$ cat src/rtl/led_pulse_multi.sv
// led_pulse_multi: drives Channels LEDs (OFF/ON/PULSE/BLINK) from one shared PWM counter and duty counter.
// Build macro LED_PULSE_GAMMA_EN squares the PULSE triangle for a perceptually smoother breathe.
module led_pulse_multi #(
    parameter int                 Channels = 4,
    parameter int                 ChanBits = 2,
    parameter int                 PWMBits  = 8,
    parameter logic [PWMBits-1:0] PWMMax   = 8'hFF,
    parameter int                 DutyBits = 6,
    parameter logic               OnBit    = 1'b0
) (
    input  logic                clk,
    input  logic                reset_n,
    input  logic                enable,
    input  logic                cfg_wr,
    input  logic [ChanBits-1:0] cfg_chan,
    input  logic [1:0]          cfg_mode,
    input  logic [DutyBits:0]   cfg_phase,
    output logic [Channels-1:0] led,
    output logic                tick
);

    typedef enum logic [1:0] {
        MODE_OFF   = 2'd0,
        MODE_ON    = 2'd1,
        MODE_PULSE = 2'd2,
        MODE_BLINK = 2'd3
    } mode_e;

    localparam logic [PWMBits-1:0]  PwmZero  = {PWMBits{1'b0}};
    localparam logic [PWMBits-1:0]  PwmOne   = {{(PWMBits-1){1'b0}}, 1'b1};
    localparam logic [DutyBits:0]   DutyZero = {(DutyBits+1){1'b0}};
    localparam logic [DutyBits:0]   DutyOne  = {{DutyBits{1'b0}}, 1'b1};
    localparam logic [DutyBits:0]   DutyMax  = {(DutyBits+1){1'b1}};
    localparam logic [Channels-1:0] LedOff   = {Channels{~OnBit}};

    function automatic logic [DutyBits-1:0] bit_rev(input logic [DutyBits-1:0] v);
        logic [DutyBits-1:0] o;
        for (int k = 0; k < DutyBits; k++) begin
            o[k] = v[DutyBits-1-k];
        end
        return o;
    endfunction

    logic [PWMBits-1:0]  pwm_r;
    logic [DutyBits:0]   duty_r;
    logic [Channels-1:0] led_r;
    logic                tick_r;
    logic                wrap_s;
    logic [DutyBits-1:0] r_s;
    logic [Channels-1:0] drive_s;

    assign wrap_s = enable && (pwm_r == PWMMax);
    // Bit-reversing the top PWM bits spreads each duty's on-time across the period.
    assign r_s    = bit_rev(pwm_r[PWMBits-1 -: DutyBits]);

    // Shared PWM and duty counters; both freeze while disabled.
    always_ff @(posedge clk or negedge reset_n) begin
        if (!reset_n) begin
            pwm_r  <= PwmZero;
            duty_r <= DutyZero;
        end else if (enable) begin
            if (wrap_s) begin
                pwm_r  <= PwmZero;
                duty_r <= duty_r + DutyOne;
            end else begin
                pwm_r  <= pwm_r + PwmOne;
            end
        end
    end

    for (genvar g = 0; g < Channels; g++) begin : g_chan
        mode_e               shadow_mode_r;
        mode_e               active_mode_r;
        logic [DutyBits:0]   shadow_phase_r;
        logic [DutyBits:0]   active_phase_r;
        logic                wr_sel_s;
        logic [DutyBits:0]   e_s;
        logic [DutyBits-1:0] a_s;
        logic [DutyBits-1:0] lvl_s;
        logic                lit_s;

        // Channel indices >= Channels have no block here, so writes to them are dropped.
        assign wr_sel_s = cfg_wr && (cfg_chan == ChanBits'(g));
        assign e_s      = duty_r + active_phase_r;
        assign a_s      = e_s[DutyBits] ? ~e_s[DutyBits-1:0] : e_s[DutyBits-1:0];

`ifdef LED_PULSE_GAMMA_EN
        logic [2*DutyBits-1:0] sq_s;
        assign sq_s  = {{DutyBits{1'b0}}, a_s} * {{DutyBits{1'b0}}, a_s};
        assign lvl_s = sq_s[2*DutyBits-1:DutyBits];
`else
        assign lvl_s = a_s;
`endif

        // Shadow takes every write; active reloads only at wrap, with same-cycle writes bypassing.
        always_ff @(posedge clk or negedge reset_n) begin
            if (!reset_n) begin
                shadow_mode_r  <= MODE_OFF;
                shadow_phase_r <= DutyZero;
                active_mode_r  <= MODE_OFF;
                active_phase_r <= DutyZero;
            end else begin
                if (wr_sel_s) begin
                    shadow_mode_r  <= mode_e'(cfg_mode);
                    shadow_phase_r <= cfg_phase;
                end
                if (wrap_s) begin
                    active_mode_r  <= wr_sel_s ? mode_e'(cfg_mode) : shadow_mode_r;
                    active_phase_r <= wr_sel_s ? cfg_phase : shadow_phase_r;
                end
            end
        end

        // Per-channel lit decision from the active mode.
        always_comb begin
            lit_s = 1'b0;
            case (active_mode_r)
                MODE_OFF:   lit_s = 1'b0;
                MODE_ON:    lit_s = 1'b1;
                MODE_PULSE: lit_s = (r_s < lvl_s);
                MODE_BLINK: lit_s = ~e_s[DutyBits];
                default:    lit_s = 1'b0;
            endcase
        end

        assign drive_s[g] = lit_s ? OnBit : ~OnBit;
    end

    // Registered LED drive and wrap tick; disabling blanks the LEDs on the next cycle.
    always_ff @(posedge clk or negedge reset_n) begin
        if (!reset_n) begin
            led_r  <= LedOff;
            tick_r <= 1'b0;
        end else if (!enable) begin
            led_r  <= LedOff;
            tick_r <= 1'b0;
        end else begin
            led_r  <= drive_s;
            tick_r <= wrap_s && (duty_r == DutyMax);
        end
    end

    assign led  = led_r;
    assign tick = tick_r;

endmodule

$ cat config.mk
export PLATFORM = sky130hd
export DESIGN_NAME = led_pulse_multi
export DESIGN_NICKNAME = d
export VERILOG_FILES = /design/src/rtl/led_pulse_multi.sv
export SDC_FILE = /design/constraint.sdc
export NUM_CORES = 1
export LEC_CHECK = 0
export BUFFER_PORTS_ARGS = -buffer_cell sky130_fd_sc_hd__buf_2
export CAP_MARGIN = 20
export CORE_AREA = 2 2 113 115
export DETAILED_ROUTE_END_ITERATION = 8
export DIE_AREA = 0 0 115 117
export GPL_TIMING_DRIVEN = 0
export PLACE_DENSITY = 0.63
export SLEW_MARGIN = 20
export SYNTH_ARGS = -nofsm -noshare
export SYNTH_HDL_FRONTEND = slang
export SYNTH_SLANG_ARGS = --single-unit
export TNS_END_PERCENT = 100
$ cat constraint.sdc
create_clock -name clk -period 4.2 [get_ports clk]
set_clock_uncertainty 0.15 [all_clocks]
set_input_delay 0.63 -clock clk [delete_from_list [all_inputs] [get_ports clk]]
set_output_delay 0.63 -clock clk [all_outputs]
set_load 0.005 [all_outputs]
==> qor.txt, run 1 <==
Largest cells by area after synthesis: dfrtp_1, ha_1, nand2_1, mux2_2, xnor2_1
Multi-input logic area: 3032 sq um
Antenna diodes: 0
Via count: 3,772
Number of global-route vias before repair: 3,742
Synth cell count leaders: nand2_1, dfrtp_1, ha_1
Final ANT Viol Nets: 0
Sequential-to-total area share from yosys stat: 42.44%
R2R Path Start: duty_r[0]
Pleak: 2.892 nW
Post-CTS Repair Setup Buffers: 0
Post-Place Worst Slack: 0.3602 ns
Core area: 12,310 sq um
Max-cap viol count: 0
Measured slew at the worst slew-check pin: 0.6751 ns
Total wire length: 12,110 microns
CP required: 4.30 ns
Port bufs: 18
Number of flops mapped to enable cells by yosys: 0
Final Core Density: 49.25%
Initial Utilization: 44.16%
Setup TNS: 0 ns
Async SR Flop Fraction: 100.0%
Final instance area: 6063 sq um
HP Class: register to register
Pwr/cell area: 385.0 nW/um^2
Worst setup margin: 0.3792 ns
Critical Path Start Type: register
Area share of the largest cell type after synthesis: 40.51%
Post-detail-place hpwl: 8822 microns
Final max-slew violation count: 0
Die Y-Extent: 117 microns
Overall power: 2.334 mW
Min-delay src: g_chan[0].active_phase_r[0]
RSZ-0062 raised after global routing: no
GRT Residual Overflow: 0
Antenna violations before repair: 0
Vias per cell: 5.412
CP Max Fanout: 7
Dpl cell area: 5764 sq um
Placed instance count: 680
GR Util All Layers: 19.46%
Avg WL per Cell: 17.37 microns
Global-route wire length before repair: 19,600 microns
Site Rows: 41
Cells after Synth: 510
Pin count of the biggest net entering global routing: 59
First-pass detailed-route iteration total: 4
Final Hold Viols: 0
CP endpoint kind: register
Peak VDD IR: 0.2480 mV
Clock root cell: clkbuf_16
Min cycle time layout: 3.821 ns
Layout area overhead: 11.53%
TritonCTS clock tree: built
Post-synthesis area per instance: 10.66 sq um
Flop2flop setup slack: 0.38 ns
Register Area: 2307 sq um
Final Setup Violations: 0
I/O pin cnt: 20
Fillers: 1,158
Mapped cell area: 5436 sq um
Synth Register Bits: 92
DRC viols: 0
Sink Count: 92
Post-synth top area cell: dfrtp_1
Mapped Nets: 575
Post-Layout Cell Count: 697
Clock Tree Buf Depth: 2
DR iter-0 viols: 149
Crit path arrival time: 3.92 ns
Num CTS Buffers: 9
Worst-path clk slew: 0.06 ns
Horiz. Die Dim: 115 microns
Final worst-path cycle share: 90.97%
CTS-repair resized insts: 0
Most frequent cell after synthesis: nand2_1
Synth unique cells: 39
H-tree levels: 3
Fraction of layout cells with a size suffix above 1: 19.38%
Worst setup startpoint: duty_r[0]
Rel. slew slack: 54.99%
Die ar.: 13,460 sq um
GPL Wtd Cong: 0.7944
Hold Buf Count CTS: 1
Run status: complete, no violations
Primary FF master, synth: dfrtp_1
Crit path kind: register to register
Fin Hold WS: 0.3322 ns
Clk_lat worst skew: 0.34 ns
Synth warn: 0
Fmax: 261.7 MHz
Final Net Count: 607
[where the power goes]
group	internal, mW	total, mW	switching (mW)
clock	0.462	0.792	0.330
sequential	1.00	1.11	0.112
combinational	0.230	0.430	0.200
total	1.69	2.33	0.642
[worst max-delay path, cell delays in order, from the launching register on]
cell and delay (ns):
dfrtp_1 0.52, ha_1 0.31, fa_1 0.43, a211oi_2 0.32
o21ai_2 0.14, xnor2_2 0.35, xnor2_1 0.15, ha_1 0.31
a21o_1 0.16, a21o_1 0.17, a2111oi_0 0.41, a32o_1 0.20
o311ai_2 0.10
[flip-flops by register name (all words and copies together), names as in the netlist]
register	cells
duty_r	7
g_chan.active_mode_r	8
g_chan.active_phase_r	28
g_chan.shadow_mode_r	8
g_chan.shadow_phase_r	28
led	4
pwm_r	8
tick	1
[per-layer routing]
| metal | share of wire [%] | up-vias | track usage (%) |
|---|---|---|---|
| met1 | 47 | 1841 | 26.88 |
| met2 | 48 | 78 | 31.84 |
| met4 | 1.6 | 0 | 5.542 |
| met5 | 0 | - | 0 |
| met3 | 3.8 | 18 | 3.296 |
| li1 | - | 1835 | - |
[final timing paths]
kind | endpoint | depth (start not counted)
min in group asynchronous | g_chan[2].active_mode_r[0] | 2
max in group asynchronous | led[3] | 4
max reg2reg | led[3] | 12
min | g_chan[0].active_phase_r[0] | 2
max | led[3] | 12
min reg2reg | g_chan[0].active_phase_r[0] | 2
[cell usage in the layout, fill, tap and decap left out, types with 2 or more instances in the layout]
| cell | n |
|---|---|
| and2_1 | 5 |
| mux2i_1 | 4 |
| xnor2_1 | 39 |
| mux2_2 | 37 |
| nor2_1 | 19 |
| xor2_1 | 15 |
| a32o_1 | 4 |
| o311ai_2 | 4 |
| nand2_1 | 115 |
| fa_1 | 4 |
| a21o_1 | 12 |
| dfrtp_1 | 88 |
| clkbuf_16 | 9 |
| o21ai_2 | 4 |
| o211ai_1 | 8 |
| a2111oi_0 | 4 |
| clkbuf_1 | 7 |
| xnor2_2 | 7 |
| nand3_1 | 7 |
| nand4_1 | 5 |
| buf_4 | 2 |
| and3_1 | 6 |
| a211oi_2 | 4 |
| nand3b_1 | 2 |
| and2_2 | 4 |
| dfstp_2 | 4 |
| buf_2 | 23 |
| nor4_1 | 4 |
| clkinvlp_4 | 3 |
| and4_1 | 5 |
| a21oi_1 | 17 |
| o21ai_0 | 7 |
| o21bai_1 | 4 |
| inv_1 | 9 |
| ha_1 | 46 |
[cell type report]
class                   count  share of cell area (%)
flip-flops and latches     92                   38.05
repair buffers             21                   2.476
multi-input cells         397                   50.00
well taps                 150                   3.095
clock inverters             4                  0.8667
plain buffers              12                   1.052
inverters                   9                  0.5572
clock buffers              12                   3.900
[kinds of logic after synthesis]
logic type | share of synthesized area (%)
XOR/XNOR | 11.30
adder cells (fa/ha/maj) | 12.06
AND/OR/NAND/NOR | 14.20
flip-flops | 42.44
buffers and inverters | 1.795
multiplexers | 8.400
AO/OA/AOI/OAI | 9.804
(Power assumes the default switching activity.)
==> run 2: changes to the inputs <==
--- a/config.mk
+++ b/config.mk
@@ -5,14 +5,15 @@
 export SDC_FILE = /design/constraint.sdc
 export NUM_CORES = 1
 export LEC_CHECK = 0
-export BUFFER_PORTS_ARGS = -buffer_cell sky130_fd_sc_hd__buf_2
+export BUFFER_PORTS_ARGS = -buffer_cell sky130_fd_sc_hd__buf_4
 export CAP_MARGIN = 20
 export CORE_AREA = 2 2 113 115
+export CTS_CLUSTER_DIAMETER = 30
 export DETAILED_ROUTE_END_ITERATION = 8
 export DIE_AREA = 0 0 115 117
 export GPL_TIMING_DRIVEN = 0
 export PLACE_DENSITY = 0.63
-export SLEW_MARGIN = 20
+export SLEW_MARGIN = 30
 export SYNTH_ARGS = -nofsm -noshare
 export SYNTH_HDL_FRONTEND = slang
 export SYNTH_SLANG_ARGS = --single-unit
==> run 2 against run 1 <==
Final cell count is 0.43% lower. Global-route usage is 0.22 points lower. Hold slack worse by 0.10 ns. Sequential share of layout area is 0.078 points lower. Clock power is 8.2% higher. Critical path depth stayed put. Wire length is 0.92% lower. First-iteration DRC count is 4.0% higher. Total power is 3.6% higher. Maximum frequency is 1.1% lower.
==> qor.txt, run 2 (synthesis gave the netlist of run 1 again) <==
Pin count of the biggest net entering global routing: 93 (+58%)
Core area: 12,310 sq um (unchanged)
Measured slew at the worst slew-check pin: 0.8223 ns (+0.1472 ns)
Pwr/cell area: 397.8 nW/um^2 (+3.3%)
Number of global-route vias before repair: 3,761 (+0.51%)
Clock share of power: 35.5% (+1.6 points)
Total wire length: 12,000 microns (-0.92%)
WP depth: 12 (unchanged)
First-pass detailed-route iteration total: 4 (unchanged)
Gate power share: 18.5% (about the same)
Peak VDD IR: 0.2344 mV (-5.5%)
Worst path top cell family by delay: compound AO/OA/AOI/OAI gates
Run status: complete, no violations
Post-CTS Repair Setup Buffers: 0 (unchanged)
Post-detail-place hpwl: 8664 microns (-1.8%)
Site Rows: 41 (unchanged)
GPL Wtd Cong: 0.7688 (-3.2%)
Min cycle time layout: 3.865 ns (+0.04393 ns)
Multi-input logic area: 3033 sq um (about the same)
GR Util All Layers: 19.24% (-0.22 points)
Pleak: 2.897 nW (+0.20%)
Die ar.: 13,460 sq um (unchanged)
Final Net Count: 604 (-0.49%)
Crit path arrival time: 3.96 ns (+0.04 ns)
Sink Count: 92 (unchanged)
Clock root cell: clkbuf_16
DRC viols: 0 (unchanged)
Antenna violations before repair: 0 (unchanged)
I/O pin cnt: 20 (unchanged)
Clk_lat worst skew: 0.34 ns (about the same)
Setup TNS: 0 ns (unchanged)
Commonest non-fill, non-tap cell in the layout: nand2_1
Layout area overhead: 11.76%
CP required: 4.29 ns (about the same)
Final Hold Viols: 0 (unchanged)
WP buf/inv: 0 (unchanged)
TritonCTS clock tree: built
Rel. slew slack: 45.18% (-9.8 points)
Most frequent cells in the layout: nand2_1, dfrtp_1, ha_1
Antenna diodes: 0 (unchanged)
Fmax: 258.8 MHz (-1.1%)
RSZ-0062 raised after global routing: no
Register Area: 2307 sq um (unchanged)
DR iter-0 viols: 155 (+4.0%)
Post-Layout Cell Count: 694 (-0.43%)
HP Class: input pin to asynchronous set/reset pin
Final Core Density: 49.35% (+0.10 points)
Dpl cell area: 5763 sq um (about the same)
Fraction of layout cells with a size suffix above 1: 19.12% (-0.26 points)
Regs by FF count: g_chan.active_phase_r x28, g_chan.shadow_phase_r x28
Global-route wire length before repair: 19,420 microns (-0.92%)
Worst-path clk slew: 0.07 ns (about the same)
Avg WL per Cell: 17.28 microns (-0.49%)
Final ANT Viol Nets: 0 (unchanged)
Clock Tree Buf Depth: 2 (unchanged)
Via count: 3,762 (-0.27%)
Port bufs: 18 (unchanged)
Sw power: 0.6533 mW (+1.8%)
Final instance area: 6076 sq um (+0.21%)
Max-cap viol count: 0 (unchanged)
Final max-slew violation count: 0 (unchanged)
Sequential Power Share: 46.0% (-1.7 points)
CP max stage delay: 0.52 ns (about the same)
Final Setup Violations: 0 (unchanged)
Cells on worst reg2reg path: 12 (unchanged)
Initial Utilization: 44.16% (unchanged)
Placed instance count: 678 (-0.29%)
Net Sw Frac: 27.03% (-0.47 points)
Crit-path cells: ha_1, fa_1, a211oi_2, o21ai_2, xnor2_2, xnor2_1, ha_1, a21o_1, a21o_1, a2111oi_1, a32o_1, o311ai_2
Critical Path Start Type: register
CP Max Fanout: 7 (unchanged)
Crit path kind: register to register
Num CTS Buffers: 9 (unchanged)
Fillers: 1,158 (unchanged)
H-tree levels: 3 (unchanged)
Die Y-Extent: 117 microns (unchanged)
Vias per cell: 5.421 (+0.17%)
CP endpoint kind: register
Final worst-path cycle share: 92.02% (+1.0 points)
Internal: 1.764 mW (+4.2%)
Horiz. Die Dim: 115 microns (unchanged)
GRT Residual Overflow: 0 (unchanged)
Critical-path top delay cell: dfrtp_1
[run 2: cell types whose count changed in the layout (fill, tap and decap cells not counted), sizes merged]
cell         delta
buf             -2
bufinv          +1
clkinvlp        -1
dlygate4sd3     -1
[run 2: final timing paths]
path                                        startpoint                          end  slack [ns]
max in group asynchronous                      reset_n                         tick        3.14
max reg2reg                                  duty_r[0]                       led[3]        0.34
max                                          duty_r[0]                       led[3]        0.34
min                                            reset_n   g_chan[2].active_mode_r[0]        0.23
min in group clk           g_chan[0].active_phase_r[5]  g_chan[0].active_phase_r[5]        0.33
min reg2reg                g_chan[0].active_phase_r[5]  g_chan[0].active_phase_r[5]        0.33
[run 2: per-layer routing]
metal	vias up	GRT usage, %	share of wire [%]
met4	0	5.542	1.3
met5	-	0	0
met2	69	31.33	47
met3	15	3.399	4.5
met1	1842	26.61	47
li1	1836	-	-
[run 2: metrics by stage]
stage	total power, mW	hold slack [ns]	setup slack [ns]
2_1_floorplan	1.390	0.1844	0.8160
3_3_place_gp	1.541	0.3173	0.4689
3_5_place_dp	1.573	0.3202	0.3692
4_1_cts	2.431	0.2570	0.3388
5_1_grt	2.543	0.2745	0.08876
6_report	2.417	0.2294	0.3353
[run 2: layout make-up]
type | instances | area share (%)
multi-input combinational | 397 | 49.92
sequential | 92 | 37.97
clock buffer | 12 | 3.892
tap | 150 | 3.089
timing repair buffer | 18 | 2.286
clock inverter | 4 | 1.236
buffer | 12 | 1.050
inverter | 9 | 0.5560
[run 2: worst register-to-register path: cells and delay by family, from the launching register on]
| kind | cells | cell delay, ns |
|---|---|---|
| AOI/OAI and AO/OA | 7 | 1.58 |
| DFF | 1 | 0.52 |
| adders and majority gates | 3 | 1.06 |
| xor gates and xnor gates | 2 | 0.47 |
[run 2: power groups by stage]
stage / combinational, mW / clock, mW / sequential, mW
after floorplan: 0.316 / 0 / 1.07
after global placement: 0.419 / 0 / 1.12
after detailed placement: 0.447 / 0 / 1.13
after CTS: 0.450 / 0.870 / 1.11
after global routing: 0.519 / 0.901 / 1.12
final: 0.448 / 0.857 / 1.11
[run 2: what timing repair did]
item / CTS / global route
hold buffers: 0 / 0
setup endpoints to repair: 0 / 1
hold endpoints to repair: 0 / 0
gates resized for setup: 0 / 1
